[config.mk]
export PLATFORM = sky130hd
export DESIGN_NAME = alu_share_arbiter
export DESIGN_NICKNAME = d
export VERILOG_FILES = /design/src/rtl/alu_share_arbiter.sv
export SDC_FILE = /design/constraint.sdc
export NUM_CORES = 1
export LEC_CHECK = 0
export ABC_AREA = 1
export CAP_MARGIN = 20
export CELL_PAD_IN_SITES_DETAIL_PLACEMENT = 1
export CELL_PAD_IN_SITES_GLOBAL_PLACEMENT = 2
export CORE_MARGIN = 2
export CORE_UTILIZATION = 17
export CTS_CLUSTER_SIZE = 12
export DETAILED_ROUTE_END_ITERATION = 8
export PLACE_DENSITY_LB_ADDON = 0.08
export SYNTH_ARGS = -nofsm -noshare
export SYNTH_HDL_FRONTEND = slang
export SYNTH_SLANG_ARGS = --single-unit
export TNS_END_PERCENT = 50
[constraint.sdc]
create_clock -name clk -period 3.57 [get_ports clk]
set_clock_uncertainty 0.1 [all_clocks]
set_input_delay 1.071 -clock clk [delete_from_list [all_inputs] [get_ports clk]]
set_output_delay 1.071 -clock clk [all_outputs]
set_load 0.1 [all_outputs]
[src/rtl/alu_share_arbiter.sv]
// alu_share_arbiter
//
// Round-robin arbiter and sequencer that lets NREQ issuing units share one
// combinational 32-bit ALU. A request is accepted in IDLE, its opcode and
// operands are registered onto the ALU inputs, the ALU output is captured one
// cycle later (EXEC), and the result is returned tagged with the requester ID
// on a single response channel that honours backpressure (RESP).
//
// Handshakes: a transfer happens on a rising edge where valid and ready are
// both high. On the request side ready is produced combinationally from the
// valids and never depends on a transfer in the same cycle. On the response
// side rsp_valid stays high and all rsp_* outputs stay unchanged until the
// edge where rsp_ready is also high.
//
// Ports
//   clk, rst                 clock, synchronous active-high reset
//   req_valid/req_ready      per-requester handshake (ready is one-hot or 0)
//   req_ctrl/req_x/req_y     packed per-requester opcode and operands
//   alu_ctrl/alu_x/alu_y     registered opcode/operands to the shared ALU
//   alu_result, alu_v/z/s/c  ALU result and flags
//   rsp_valid/rsp_ready      response handshake
//   rsp_id/result/flags/err  response payload, flags are {V,Z,S,C}
//   busy                     high whenever not IDLE
//   dbg_state                current FSM state (0 IDLE, 1 EXEC, 2 RESP)
module alu_share_arbiter #(
  parameter int NREQ = 4,
  parameter int IDW  = 2
) (
  input  logic              clk,
  input  logic              rst,
  input  logic [NREQ-1:0]   req_valid,
  output logic [NREQ-1:0]   req_ready,
  input  logic [4*NREQ-1:0] req_ctrl,
  input  logic [32*NREQ-1:0] req_x,
  input  logic [32*NREQ-1:0] req_y,
  output logic [3:0]        alu_ctrl,
  output logic [31:0]       alu_x,
  output logic [31:0]       alu_y,
  input  logic [31:0]       alu_result,
  input  logic              alu_v,
  input  logic              alu_z,
  input  logic              alu_s,
  input  logic              alu_c,
  output logic              rsp_valid,
  input  logic              rsp_ready,
  output logic [IDW-1:0]    rsp_id,
  output logic [31:0]       rsp_result,
  output logic [3:0]        rsp_flags,
  output logic              rsp_err,
  output logic              busy,
  output logic [1:0]        dbg_state
);

  typedef enum logic [1:0] {
    IDLE = 2'd0,
    EXEC = 2'd1,
    RESP = 2'd2
  } state_t;

  state_t         state, state_nxt;
  logic [IDW-1:0] rr_ptr;
  logic [IDW-1:0] cur_id;

  // Grant search: first valid requester at or above rr_ptr, with wrap.
  logic           gnt_found;
  logic [IDW-1:0] gnt_idx;
  logic [IDW:0]   probe;

  always_comb begin
    gnt_found = 1'b0;
    gnt_idx   = '0;
    probe     = '0;
    for (int k = 0; k < NREQ; k++) begin
      probe = {1'b0, rr_ptr} + (IDW+1)'(k);
      if (probe >= (IDW+1)'(NREQ)) begin
        probe = probe - (IDW+1)'(NREQ);
      end
      if (!gnt_found && req_valid[probe[IDW-1:0]]) begin
        gnt_found = 1'b1;
        gnt_idx   = probe[IDW-1:0];
      end
    end
  end

  logic [NREQ-1:0] gnt_onehot;
  logic            grant;
  logic [IDW-1:0]  ptr_nxt;
  logic [3:0]      sel_ctrl;
  logic [31:0]     sel_x;
  logic [31:0]     sel_y;
  logic            capture;
  logic            ctrl_illegal;

  assign gnt_onehot = gnt_found ? (NREQ'(1) << gnt_idx) : '0;
  // Reset masks ready so a request presented during reset is never accepted.
  assign req_ready  = (state == IDLE && !rst) ? gnt_onehot : '0;

  assign sel_ctrl = req_ctrl[int'(gnt_idx)*4 +: 4];
  assign sel_x    = req_x[int'(gnt_idx)*32 +: 32];
  assign sel_y    = req_y[int'(gnt_idx)*32 +: 32];

  assign ptr_nxt = (gnt_idx == IDW'(NREQ-1)) ? '0 : gnt_idx + IDW'(1);

  // The ALU holds its previous output for undefined codes, so those results
  // cannot be trusted and are replaced by zero with the error bit set.
  assign ctrl_illegal = (alu_ctrl == 4'h0) || (alu_ctrl > 4'hA);

  // Next-state and control
  always_comb begin
    state_nxt = state;
    grant     = 1'b0;
    capture   = 1'b0;
    case (state)
      IDLE: begin
        if (gnt_found) begin
          grant     = 1'b1;
          state_nxt = EXEC;
        end
      end
      EXEC: begin
        capture   = 1'b1;
        state_nxt = RESP;
      end
      RESP: begin
        if (rsp_ready) begin
          state_nxt = IDLE;
        end
      end
      default: state_nxt = IDLE;
    endcase
  end

  // State register
  always_ff @(posedge clk) begin
    if (rst) begin
      state <= IDLE;
    end else begin
      state <= state_nxt;
    end
  end

  // Datapath registers
  always_ff @(posedge clk) begin
    if (rst) begin
      rr_ptr     <= '0;
      cur_id     <= '0;
      alu_ctrl   <= '0;
      alu_x      <= '0;
      alu_y      <= '0;
      rsp_result <= '0;
      rsp_flags  <= '0;
      rsp_err    <= 1'b0;
    end else begin
      if (grant) begin
        alu_ctrl <= sel_ctrl;
        alu_x    <= sel_x;
        alu_y    <= sel_y;
        cur_id   <= gnt_idx;
        rr_ptr   <= ptr_nxt;
      end
      if (capture) begin
        if (ctrl_illegal) begin
          rsp_result <= '0;
          rsp_flags  <= '0;
          rsp_err    <= 1'b1;
        end else begin
          rsp_result <= alu_result;
          rsp_flags  <= {alu_v, alu_z, alu_s, alu_c};
          rsp_err    <= 1'b0;
        end
      end
    end
  end

  assign rsp_id    = cur_id;
  assign rsp_valid = (state == RESP);
  assign busy      = (state != IDLE);
  assign dbg_state = state;

endmodule

==> reports/metrics.sh <==
TIMING.FMAX_MHz=273
DRT_ITER0_MARKERS=360
ROUTABILITY_CONGESTION=0.769
MAX_CAP_VIOLATIONS=0
SINK_COUNT=111
ASYNC_SET_OR_RESET_REGISTER_RATIO_AFTER_SYNTHESIS_PCT=0
RELSLEWSLACK_PCT=31.9
SYN_NETS=1609
TNS_NS=-0.263
RSZ0062_AT_GRT='yes'
POST-ROUTE-PERIOD-UTIL_PCT=103
SETUP_WS_NS=-0.0960
ROW_COUNT=75
WORSTSETUPENDPOINTTYPE='output port'
CLOCK-ROOT-BUFFER='sky130_fd_sc_hd__clkbuf_16'
SETUP_VIOLATIONS=4
VIA_COUNT=9265
YS_WARN_COUNT=0
SYNTH.FF_LATCH_COUNT=111
DRC_ERRORS=0
TOTALWIRELENGTH_UM=39300
SYNTH_ENABLE_FLOP_CELLS=0
PORT-BUFFER-COUNT=429
FILLCELLCOUNT=5275
POST-LAYOUT-TOTAL-POWER_W=0.0108
CTS.PATH.MAX_BUFFERS=2
IOS=430
GRT_MAX_DEGREE=137
HOLD_WS_NS=0.367
YOSYSTOPAREACELLSHARE_PCT=34.6
GLOBAL_ROUTE_WIRE_LENGTH_BEFORE_REPAIR_UM=59000
AREA_GROWTH_PCT=71.9
WORST_REG2REG_SETUP_SLACK_NS=0.62
WORST-ENDPOINT-REQUIRED_NS=2.40
SYNTH.MOST_COMMON_CELL='sky130_fd_sc_hd__nand2_1'
TIMING_WORST_SETUP_PATH_TYPE='in2out'
DRV_SLEW=0
DRTPASS1ITERATIONS=4
ROUTE.DETAILED.VIAS_PER_INST=4.15
SEQCELLAREA_UM2=2220
POST_DRT_WL_PER_CELL_UM=17.6
MULTIINPUTGATEAREA_UM2=4160
FINAL_NET_COUNT=1998
CRIT_PATH_START_KIND='primary input'
WORST_HOLD_PATH_TYPE='reg2reg'
SYNTHESIS.AREA_UM2=7170
GRT_UTIL_ALL_LAYERS_PCT=17.7
FINAL_LAYOUT_SIZE_SUFFIX_GT1_SHARE_PCT=13.1
FINAL-HOLD-VIOLATION-COUNT=0
LEFTOVER_OVERFLOW_AT_THE_END_OF_GLOBAL_ROUTING=0
AVG_INST_SIZE_SYNTH_UM2=5.55
CRIT_PATH_MAX_FANOUT=5
P_LEAK_nW=6.25
SYNTHESIS.INSTANCES=1293
SYNTH.LIB_CELLS_USED.DISTINCT=25
SYNTH.LARGEST_AREA_CELL='sky130_fd_sc_hd__nand2_1'
RUN_STATUS='finished, violations left'
INITIAL_UTILIZATION_PCT=17.2
FLOORPLAN.DIE.HEIGHT_UM=209
TIMING_WORST_SLEW_PIN_VALUE_NS=1.02
DOMINANTREGCELLSYNTH='sky130_fd_sc_hd__dfxtp_1'
DETAIL_ROUTE_ANTENNA_NETS=0
CLK_PIN_SLEW_WORST_PATHS_NS=0.09
WORST_IR_DROP_VDD_mV=0.763
DIEWIDTH_UM=209
DIE-AREA_UM2=43900
CTS_MADE_BUFFERS=9
CLOCK_TREE_FROM_TRITONCTS='built'
YOSYSSEQAREASHARE_PCT=31.0
FLOORPLAN.CORE_AREA_UM2=41800
MOST_FREQUENT_CELLS_AFTER_SYNTHESIS='661 x sky130_fd_sc_hd__nand2_1, 210 x sky130_fd_sc_hd__nand3_1, 149 x sky130_fd_sc_hd__inv_1'
DETAILED_PLACE_HPWL_UM=27600
CTS_HTREE_LEVELS=3
GRT_PASS1_VIAS=9571
FAILED_CHECKS='negative setup slack'
PWR_DENSITY_CELL_nW_PER_UM2=878
DATA_ARRIVAL_TIME_OF_THE_CRITICAL_PATH_NS=2.49
INSERTION_DELAY_NS=0.39
PERIOD_NEEDED_NS=3.67
GRT_ANTENNA_BEFORE_REPAIR=7
SYNTH_TOP_CELLS_BY_AREA='sky130_fd_sc_hd__nand2_1 35%, sky130_fd_sc_hd__dfxtp_1 31%, sky130_fd_sc_hd__nand3_1 15%'
registers in the layout, indices dropped and copies added, names as in the netlist:
name / count
rsp_err: 1
rsp_id: 2
rr_ptr: 2
alu_y: 32
dbg_state: 2
alu_x: 32
alu_ctrl: 4
rsp_result: 32
rsp_flags: 4
cell usage in the layout, fill, tap and decap left out, drive strengths merged, types with 2 or more instances in the layout:
cell type and n:
a21oi 40, buf 153, clkbuf 10, clkdlybuf4s50 310
clkinv 2, dfxtp 111, diode 5, inv 157
nand2 665, nand3 211, nor2 13, nor3 3
o21ai 5
cells by family (layout without fill, tap and decap cells):
kind of cell	Yosys count	count (layout)	share of synthesized area [%]
buffers and inverters	239	633	14.3
adder cells (fa/ha/maj)	1	1	0.174
AND/OR/NAND/NOR	895	895	51.2
AO/OA/AOI/OAI	47	47	3.37
other	0	5	0
flip-flops	111	111	31.0
routing by layer:
metal | vias up | track usage [%] | share of wire [%]
met5 | - | 0 | 0.056
met4 | 4 | 4.14 | 1.1
met3 | 22 | 5.03 | 6.5
met2 | 233 | 31.7 | 49
met1 | 4288 | 20.9 | 43
li1 | 4718 | - | -
worst paths after layout:
kind | startpoint | to | cells past startpoint
worst min-delay path | rsp_result[24] | rsp_result[24] | 2
worst min register to register | rsp_result[24] | rsp_result[24] | 2
worst max register to register | rr_ptr[0] | alu_x[16] | 15
worst max-delay path | req_valid[2] | req_ready[3] | 13
cell type report:
class / count / share of cell area [%]
antenna: 5 / 0.101
clock buffer: 10 / 1.94
clock inverter: 6 / 0.446
inverter: 154 / 4.96
multi-input combinational: 943 / 33.7
sequential: 111 / 18.0
tap: 539 / 5.47
timing repair buffer: 463 / 35.3
repair_timing:
| item | in CTS | in global routing |
|---|---|---|
| setup buffers | 6 | 3 |
| endpoints found under the hold margin | 0 | 0 |
| resized for setup | 39 | 35 |
| setup endpoints to repair | 4 | 4 |
| hold buffers | 0 | 0 |
| pin swaps | 14 | 18 |
power by group:
part           total, W  internal, W  switching, W
Sequential      0.00176      0.00158      0.000185
Clock           0.00111     0.000512      0.000593
Combinational   0.00796      0.00205       0.00591
Total            0.0108      0.00414       0.00669
through the flow:
step                      util, %  setup WS (ns)  area, µm²  instances
after floorplan                 -         -0.503       7280       1293
after global placement       28.2         -0.722      11800       2202
after detailed placement     28.2         -0.762      11800       2202
after global routing         29.5         -0.167      12300       2228
final                        29.5        -0.0960      12300       2231
after CTS                    29.2         -0.179      12200       2224
critical path, cell delays in order:
cell	delay, ns
sky130_fd_sc_hd__buf_6	0.08
sky130_fd_sc_hd__inv_2	0.04
sky130_fd_sc_hd__nand2_2	0.07
sky130_fd_sc_hd__nand3_4	0.09
sky130_fd_sc_hd__nand2_4	0.10
sky130_fd_sc_hd__nor2_4	0.04
sky130_fd_sc_hd__nand3b_1	0.12
sky130_fd_sc_hd__nand2_4	0.07
sky130_fd_sc_hd__nor2_4	0.14
sky130_fd_sc_hd__clkinvlp_4	0.21
sky130_fd_sc_hd__buf_6	0.18
sky130_fd_sc_hd__nor2_4	0.09
sky130_fd_sc_hd__buf_12	0.18
Note: power is estimated with default switching activity, not from simulation.
